### src/rtl/dic_pkg.sv
// Shared types and constants for the digital-clock key controller.
package dic_pkg;

  typedef enum logic [2:0] {
    ST_RUN   = 3'd0,
    ST_STOP  = 3'd1,
    ST_LD_MT = 3'd2,
    ST_LD_MO = 3'd3,
    ST_LD_ST = 3'd4,
    ST_LD_SO = 3'd5
  } dicState_t;

  localparam logic [7:0] KEY_R   = 8'h72;
  localparam logic [7:0] KEY_S   = 8'h73;
  localparam logic [7:0] KEY_N   = 8'h6E;
  localparam logic [7:0] KEY_L   = 8'h6C;
  localparam logic [7:0] KEY_ESC = 8'h1B;
  localparam logic [7:0] KEY_0   = 8'h30;

  localparam logic [3:0] MAX_MT = 4'd5;
  localparam logic [3:0] MAX_MO = 4'd9;
  localparam logic [3:0] MAX_ST = 4'd5;
  localparam logic [3:0] MAX_SO = 4'd9;

  function automatic logic [3:0] digitLimit(input dicState_t s);
    case (s)
      ST_LD_MT: digitLimit = MAX_MT;
      ST_LD_ST: digitLimit = MAX_ST;
      ST_LD_SO: digitLimit = MAX_SO;
      default:  digitLimit = MAX_MO;
    endcase
  endfunction

  function automatic logic isLoadState(input dicState_t s);
    isLoadState = (s == ST_LD_MT) || (s == ST_LD_MO) || (s == ST_LD_ST) || (s == ST_LD_SO);
  endfunction

endpackage

### src/rtl/dic_digit_chk.sv
// Classifies an ASCII key as a decimal digit and range-checks it; purely combinational.
module dic_digit_chk
  import dic_pkg::*;
(
  input  logic [7:0] keyCode,
  input  logic [3:0] maxDigit,
  output logic       isDigit,
  output logic       inRange,
  output logic [3:0] digitVal
);

  logic [7:0] offset;

  // Codes below '0' wrap to large values, so one upper compare covers both ends.
  assign offset   = keyCode - KEY_0;
  assign isDigit  = (offset <= 8'd9);
  assign digitVal = offset[3:0];
  assign inRange  = isDigit && (digitVal <= maxDigit);

endmodule

### src/rtl/dic_ctrl.sv
// Key-strobe FSM driving run/stop, LED digit select and the MM:SS digit-load strobes.
// All outputs registered, response one cycle after key_valid; no backpressure, one key per cycle at most.
module dic_ctrl
  import dic_pkg::*;
#(
  parameter bit RUN_AFTER_LOAD = 1'b1,
  parameter bit RUN_AT_RESET   = 1'b1
) (
  input  logic       clk,
  input  logic       rst_n,
  input  logic       key_valid,
  input  logic [7:0] key_code,
  output logic       dicRun,
  output logic       dicSelectLEDdisp,
  output logic       ldMtens,
  output logic       ldMones,
  output logic       ldStens,
  output logic       ldSones,
  output logic [3:0] ld_num,
  output logic       load_mode,
  output logic       err
);

  localparam dicState_t RESET_STATE = RUN_AT_RESET ? ST_RUN : ST_STOP;

  dicState_t  state, stateNext, exitState;
  logic       savedRun, savedRunNext;
  logic       selNext, errNext;
  logic [3:0] ldStbNext;
  logic [3:0] ldNumNext;
  logic       isDigit, inRange;
  logic [3:0] digitVal;

  dic_digit_chk uDigitChk (
    .keyCode  (key_code),
    .maxDigit (digitLimit(state)),
    .isDigit  (isDigit),
    .inRange  (inRange),
    .digitVal (digitVal)
  );

  always_ff @(posedge clk or negedge rst_n) begin
    if (!rst_n) begin
      state    <= RESET_STATE;
      savedRun <= RUN_AT_RESET;
    end else begin
      state    <= stateNext;
      savedRun <= savedRunNext;
    end
  end

  always_comb begin
    stateNext    = state;
    savedRunNext = savedRun;
    selNext      = 1'b0;
    errNext      = 1'b0;
    ldStbNext    = 4'b0000;
    ldNumNext    = ld_num;
    exitState    = RUN_AFTER_LOAD ? ST_RUN : (savedRun ? ST_RUN : ST_STOP);
    if (key_valid) begin
      case (state)
        ST_RUN, ST_STOP: begin
          case (key_code)
            KEY_R: stateNext = ST_RUN;
            KEY_S: stateNext = ST_STOP;
            KEY_N: selNext   = 1'b1;
            KEY_L: begin
              savedRunNext = (state == ST_RUN);
              stateNext    = ST_LD_MT;
            end
            default: ;
          endcase
        end
        default: begin
          if (key_code == KEY_ESC) begin
            stateNext = savedRun ? ST_RUN : ST_STOP;
          end else if (!inRange) begin
            errNext = 1'b1;
          end else begin
            ldNumNext = digitVal;
            case (state)
              ST_LD_MT: begin ldStbNext = 4'b1000; stateNext = ST_LD_MO; end
              ST_LD_MO: begin ldStbNext = 4'b0100; stateNext = ST_LD_ST; end
              ST_LD_ST: begin ldStbNext = 4'b0010; stateNext = ST_LD_SO; end
              default:  begin ldStbNext = 4'b0001; stateNext = exitState; end
            endcase
          end
        end
      endcase
    end
  end

  // Outputs follow the next state so they line up with the state they describe.
  always_ff @(posedge clk or negedge rst_n) begin
    if (!rst_n) begin
      dicRun           <= RUN_AT_RESET;
      dicSelectLEDdisp <= 1'b0;
      {ldMtens, ldMones, ldStens, ldSones} <= 4'b0000;
      ld_num           <= 4'd0;
      load_mode        <= 1'b0;
      err              <= 1'b0;
    end else begin
      dicRun           <= (stateNext == ST_RUN);
      dicSelectLEDdisp <= selNext;
      {ldMtens, ldMones, ldStens, ldSones} <= ldStbNext;
      ld_num           <= ldNumNext;
      load_mode        <= isLoadState(stateNext);
      err              <= errNext;
    end
  end

endmodule
### config.mk
export PLATFORM = sky130hd
export DESIGN_NAME = dic_ctrl
export DESIGN_NICKNAME = d
export VERILOG_FILES = /design/src/rtl/dic_pkg.sv /design/src/rtl/dic_digit_chk.sv /design/src/rtl/dic_ctrl.sv
export SDC_FILE = /design/constraint.sdc
export NUM_CORES = 1
export LEC_CHECK = 0
export ABC_AREA = 0
export CELL_PAD_IN_SITES_DETAIL_PLACEMENT = 1
export CELL_PAD_IN_SITES_GLOBAL_PLACEMENT = 1
export CORE_UTILIZATION = 30
export DETAILED_ROUTE_END_ITERATION = 16
export PLACE_DENSITY_LB_ADDON = 0.1
export SYNTH_ARGS = -nofsm -noshare
export SYNTH_HDL_FRONTEND = slang
export SYNTH_SLANG_ARGS = --single-unit
### constraint.sdc
create_clock -name clk -period 2.53 [get_ports clk]
set_input_delay 0.506 -clock clk [delete_from_list [all_inputs] [get_ports clk]]
set_output_delay 0.506 -clock clk [all_outputs]
set_load 0.005 [all_outputs]
==> impl_metrics.ini, run 1 <==
[cts]
cts_buffers = 3
clk_latency_ns = 0.28
post_cts_resized = 0
clk_pin_slew_ns = 0.09
cts.path.max_buffers = 2
cts-root-buf = clkbuf_4
htree_num_levels = 1
cts_hold_buf = 0
cts_tree = built
clock_sinks = 16
cts_post_setup_buffers_inserted = 0

[synth]
synth.area.top_cells = dfrtp_1 37%, dfstp_2 5.6%, mux2_2 4.8%
syn_inst = 80
synth_nets = 93
synthArstFlopShare = 1.00
synth-edff-count = 0
syn_area_per_cell_um2 = 11.8
synth_simple_gate_area_frac = 0.284
ys_ff_latch = 16
yosysTopAreaCell = dfrtp_1
synthFlopType = dfrtp_1
synth_cell_types = 41
synth.top_cell.area_share = 0.372
synth_area_um2 = 942
synthMuxAreaShare = 0.0584
ys_top_cells_by_count = 14 x dfrtp_1, 7 x nand2_1, 6 x nor2_1, 4 x mux2_2, 3 x inv_1
synth_xor_xnor_area_share = 0.0186
synth_seq_area_share = 0.428
yosysMostFrequentCell = dfrtp_1
synth_warnings = 0
synth_top_family_by_area = simple AND/OR/NAND/NOR gates
synth_compound_area_frac = 0.137
synth_fa_ha_area_frac = 0.0266

[setup_path]
r2r_start = state[2]
critPathBufInv = 1
arrival_ns = 2.39
slowest_delay_ns = 0.43
worst_setup_path_start_kind = input port
cpMaxStageDelayCell = clkdlybuf4s50_1
crit_required_ns = 2.70
cp_top_family = compound AO/OA/AOI/OAI gates
reg2reg_depth = 9
critPathCaptureType = flop
worst_r2r_endpoint = load_mode
cp_cell_sequence = clkdlybuf4s50_1, ha_1, a21oi_1, o22ai_2, o311a_1, a211o_1, xor2_1
critPathKind = in2reg
rrSetupSlack_ns = 0.31
worst-path-max-fanout = 6

[sta]
fin_crit_sh = 0.878
rsz0062_at_grt = false
worst_pin_slew_ns = 0.712
finalCriticalPeriod_ns = 2.22
fmaxAchievable_mhz = 450
fin_tns_setup_ns = 0
slew_viol_final = 0
setup_viol = 0
finClkSkew_ns = 0.00143
max_slew_margin = 0.524
finalHoldViolations = 0

[die]
io_pins = 23
die_h_um = 58.0
die_w_um = 58.0
row_count = 19
die_area_um2 = 3370
core_um2 = 2880
initial_core_util = 0.328

[final_layout]
final_nets = 123
antenna_cells = 0
nFillCells = 341
layout-drive-gt1-share = 0.294
area_growth_syn_to_layout_pct = 34.4
stdcell_area_um2 = 1270
post-route-util = 0.440

[routing]
ant_nets = 0
firstDrtPassIters = 5
wl_um = 2170
via_count = 743
wl_per_cell_um = 14.4
drc = 0
avgViaCountPerCell = 4.92
drtIter0Drc = 15

[outcome]
status = finished clean

[run]
maxCapViolCount = 0

[global_route]
antenna_found_initial = 0
grt_max_degree = 17
grt_pass1_wl_um = 3710
grt.total_usage = 0.147
grt_pass1_vias = 781
grt.overflow.total = 0

[placement]
port_buffers = 22
dp_hpwl_um = 1770
postPlaceCellArea_um2 = 1230
place.gp.congestion = 0.744

[power]
ir_worst_vdd_mv = 0.167
p_leak_nw = 0.573
cellPowerDensity_nw_per_um2 = 417

[worst_hold_path]
min_to = savedRun
hp-class = reg2reg
worstHoldStart = savedRun
hold_depth = 2
## sequential cells by signal, indices dropped and copies added (netlist names)
| name | flops |
|---|---|
| ld_num | 4 |
| state | 3 |
| dicRun | 1 |
| dicSelectLEDdisp | 1 |
| err | 1 |
| ldMones | 1 |
| ldMtens | 1 |
| ldSones | 1 |
| ldStens | 1 |
| load_mode | 1 |
| savedRun | 1 |
## cell families after synthesis
group	Yosys count
compound gates	14
xor+xnor	2
fa+ha+maj	2
buf+inv	7
flops	16
mux	5
simple gates	34
## worst min-delay path: stages (launching register included)
cell     delay [ns]
dfstp_2        0.38
inv_1          0.04
mux2i_1        0.05
## metrics by stage
stage                     hold WS (ns)  cells  setup slack [ns]  power (mW)
after floorplan                  0.210     80             0.362       0.319
after global placement           0.454    147            0.0566       0.367
after detailed placement         0.460    147            0.0101       0.368
after CTS                        0.475    151             0.303       0.538
after global routing             0.496    151             0.177       0.559
final                            0.468    151             0.309       0.528
## how the worst max path moves through the flow
stage,from,endpoint,slack [ns],depth (start not counted)
floorplan,state[2],load_mode,0.36,10
global placement,key_code[3],load_mode,0.06,7
detailed placement,key_code[3],load_mode,0.01,7
CTS,state[2],load_mode,0.30,9
global route,state[1],load_mode,0.18,9
finish,key_code[3],load_mode,0.31,7
## cells in the final DEF, fill, tap and decap left out, types with 2 or more instances in the layout
master           instances
nand3_2                  2
clkbuf_4                 3
dfrtp_1                 14
nor4bb_1                 2
buf_4                    6
dfstp_2                  2
ha_1                     2
and4bb_2                 2
clkdlybuf4s50_1         22
or4_1                    2
nor3b_1                  2
nor2_1                   6
a21oi_1                  2
nor3_2                   2
mux2_2                   4
inv_1                    3
nand2_1                  7
## metal layers
metal / vias to the layer above / routed length [µm] / GRT usage
li1: 357 / - / -
met1: 370 / 1060 / 0.197
met2: 14 / 1020 / 0.238
met3: 2 / 68 / 0.0268
met4: 0 / 18 / 0.0510
met5: - / 0 / 0
## cell type report
class / instances / area, µm² / share of cell area
clock buffer: 4 / 36.3 / 0.0287
inverter: 4 / 15.0 / 0.0119
timing repair buffer: 28 / 265 / 0.209
sequential: 16 / 403 / 0.318
tap: 42 / 52.6 / 0.0415
multi-input combinational: 57 / 494 / 0.390
## where the power goes
group | internal, mW | total (mW) | switching [mW]
combinational | 0.0479 | 0.0950 | 0.0471
sequential | 0.265 | 0.268 | 0.00297
clock | 0.0875 | 0.166 | 0.0781
total | 0.400 | 0.528 | 0.128
(Power assumes the default switching activity.)
==> run 2: changes to the inputs <==
Settings changed: SETUP_SLACK_MARGIN set to 0.1.
==> results of run 2 <==
Same layout as run 1: the final DEF is identical, and so are final timing and power.
==> run 3: changes to the inputs <==
Settings changed: CAP_MARGIN set to 15, CORE_ASPECT_RATIO set to 0.7.
==> impl_metrics.ini, run 3 (synthesized netlist as in run 1, its figures left out) <==
[cts]
cts_tree = built
cts.path.max_buffers = 2
cts-root-buf = clkbuf_8
cts_buffers = 3
cts_hold_buf = 0
htree_num_levels = 1
clock_sinks = 16
clk_latency_ns = 0.25
clk_pin_slew_ns = 0.06

[final_layout]
final_common_cell = clkdlybuf4s50_1
fin_cells = 146
post-route-util = 0.448
seq_area_um2 = 403
antenna_cells = 0
final_cell_mix = 22 x clkdlybuf4s50_1, 14 x dfrtp_1, 7 x buf_4, 6 x nand2_1, 6 x nor2_1
largest_reg_flops = 4
multi_input_area_um2 = 500
nFillCells = 330
top_register = ld_num
final_nets = 124
area_growth_syn_to_layout_pct = 37.1
layout-drive-gt1-share = 0.318
largestRegisters = ld_num (4), state (3)

[routing]
wl_um = 2410
drc = 0
firstDrtPassIters = 2
wl_per_cell_um = 16.5
via_count = 763
ant_nets = 0
avgViaCountPerCell = 5.23
drtIter0Drc = 54

[setup_path]
cp_cell_sequence = xnor2_1, nor2_2, inv_2, ha_1, and3_1, o22ai_2, o311a_1, a211o_1, nor3_2
arrival_ns = 2.45
critPathCaptureType = flop
critPathKind = reg2reg
cpMaxStageDelayCell = dfrtp_1
worst-path-max-fanout = 6
crit_path_start = state[2]
slowest_delay_ns = 0.39
worst_setup_path_start_kind = flop
crit_required_ns = 2.70
r2r_start = state[2]

[sta]
worst_pin_slew_ns = 0.708
fin_crit_sh = 0.901
rsz0062_at_grt = false
setup_viol = 0
max_slew_margin = 0.527
finalCriticalPeriod_ns = 2.28
slew_viol_final = 0
fmaxAchievable_mhz = 439
finClkSkew_ns = 0.00346
finalHoldViolations = 0

[die]
initial_core_util = 0.327
die_w_um = 69.0
die_area_um2 = 3370
io_pins = 23
row_count = 16
core_um2 = 2880
die_h_um = 48.9

[placement]
port_buffers = 22
dp.cells = 142
dp_hpwl_um = 2000
place.gp.congestion = 0.767

[global_route]
antenna_found_initial = 0
grt_pass1_vias = 798
grt.overflow.total = 0
grt.total_usage = 0.170
grt_max_degree = 17
grt_pass1_wl_um = 4050

[outcome]
status = finished clean

[power]
cellPowerDensity_nw_per_um2 = 455
ir_worst_vdd_mv = 0.241
p_leak_nw = 0.586

[worst_hold_path]
worstHoldStart = savedRun
hp-class = reg2reg

[run]
maxCapViolCount = 0
## run 3: cell types whose count changed in the layout (fill, tap and decap cells not counted)
cell      change
a21oi_2       +1
clkbuf_4      -3
clkbuf_8      +3
a21oi_1       -1
nand2_1       -1
buf_4         +1
nand2_2       +1
## run 3: final timing paths
kind / to / slack, ns / depth (start not counted)
setup / recovery: dicRun / 0.25 / 9
setup reg to reg: dicRun / 0.25 / 9
min in group asynchronous: err / 0.69 / 1
max in group asynchronous: state[1] / 1.40 / 1
hold / removal: savedRun / 0.47 / 2
hold reg to reg: savedRun / 0.47 / 2
## run 3: critical path: cells and delay by family (launching register included)
family	cells	cell delay, ns
AO/OA/AOI/OAI	3	0.73
AND/OR/NAND/NOR	3	0.58
flip-flops	1	0.39
adder cells (fa/ha/maj)	1	0.30
XOR/XNOR	1	0.14
buffers and inverters	1	0.06
## run 3: final cells by class
type	instances	share of cell area
well taps	36	0.0349
multi-input cells	57	0.388
inverters	4	0.0116
clock buffers	4	0.0426
flip-flops and latches	16	0.312
repair buffers	29	0.211
## run 3: through the flow
| stage | instance area, µm² | setup WS, ns | hold WS, ns | TNS [ns] | power [mW] |
|---|---|---|---|---|---|
| CTS | 1280 | 0.244 | 0.478 | 0 | 0.599 |
| finish | 1290 | 0.250 | 0.471 | 0 | 0.587 |
| detailed placement | 1230 | -0.0133 | 0.468 | -0.0409 | 0.370 |
| global route | 1290 | 0.103 | 0.520 | 0 | 0.622 |
| floorplan | 942 | 0.362 | 0.210 | 0 | 0.319 |
| global placement | 1230 | 0.0457 | 0.455 | 0 | 0.368 |
## run 3: repair_timing
action / CTS / global route
endpoints found under the setup margin: 0 / 4
setup buffers: 0 / 0
gates resized for setup: 0 / 2
## run 3: power breakdown
part	internal (mW)	switching, mW
clock	0.138	0.0830
sequential	0.265	0.00317
combinational	0.0486	0.0495
## run 3: layer usage
layer / share of wire / GRT usage / vias to the layer above / wire [µm]
met1: 0.49 / 0.240 / 388 / 1170
met5: 0 / 0 / - / 0
met4: 0.0054 / 0.0408 / 0 / 13
li1: - / - / 360 / -
met2: 0.46 / 0.239 / 13 / 1120
met3: 0.045 / 0.0654 / 2 / 108
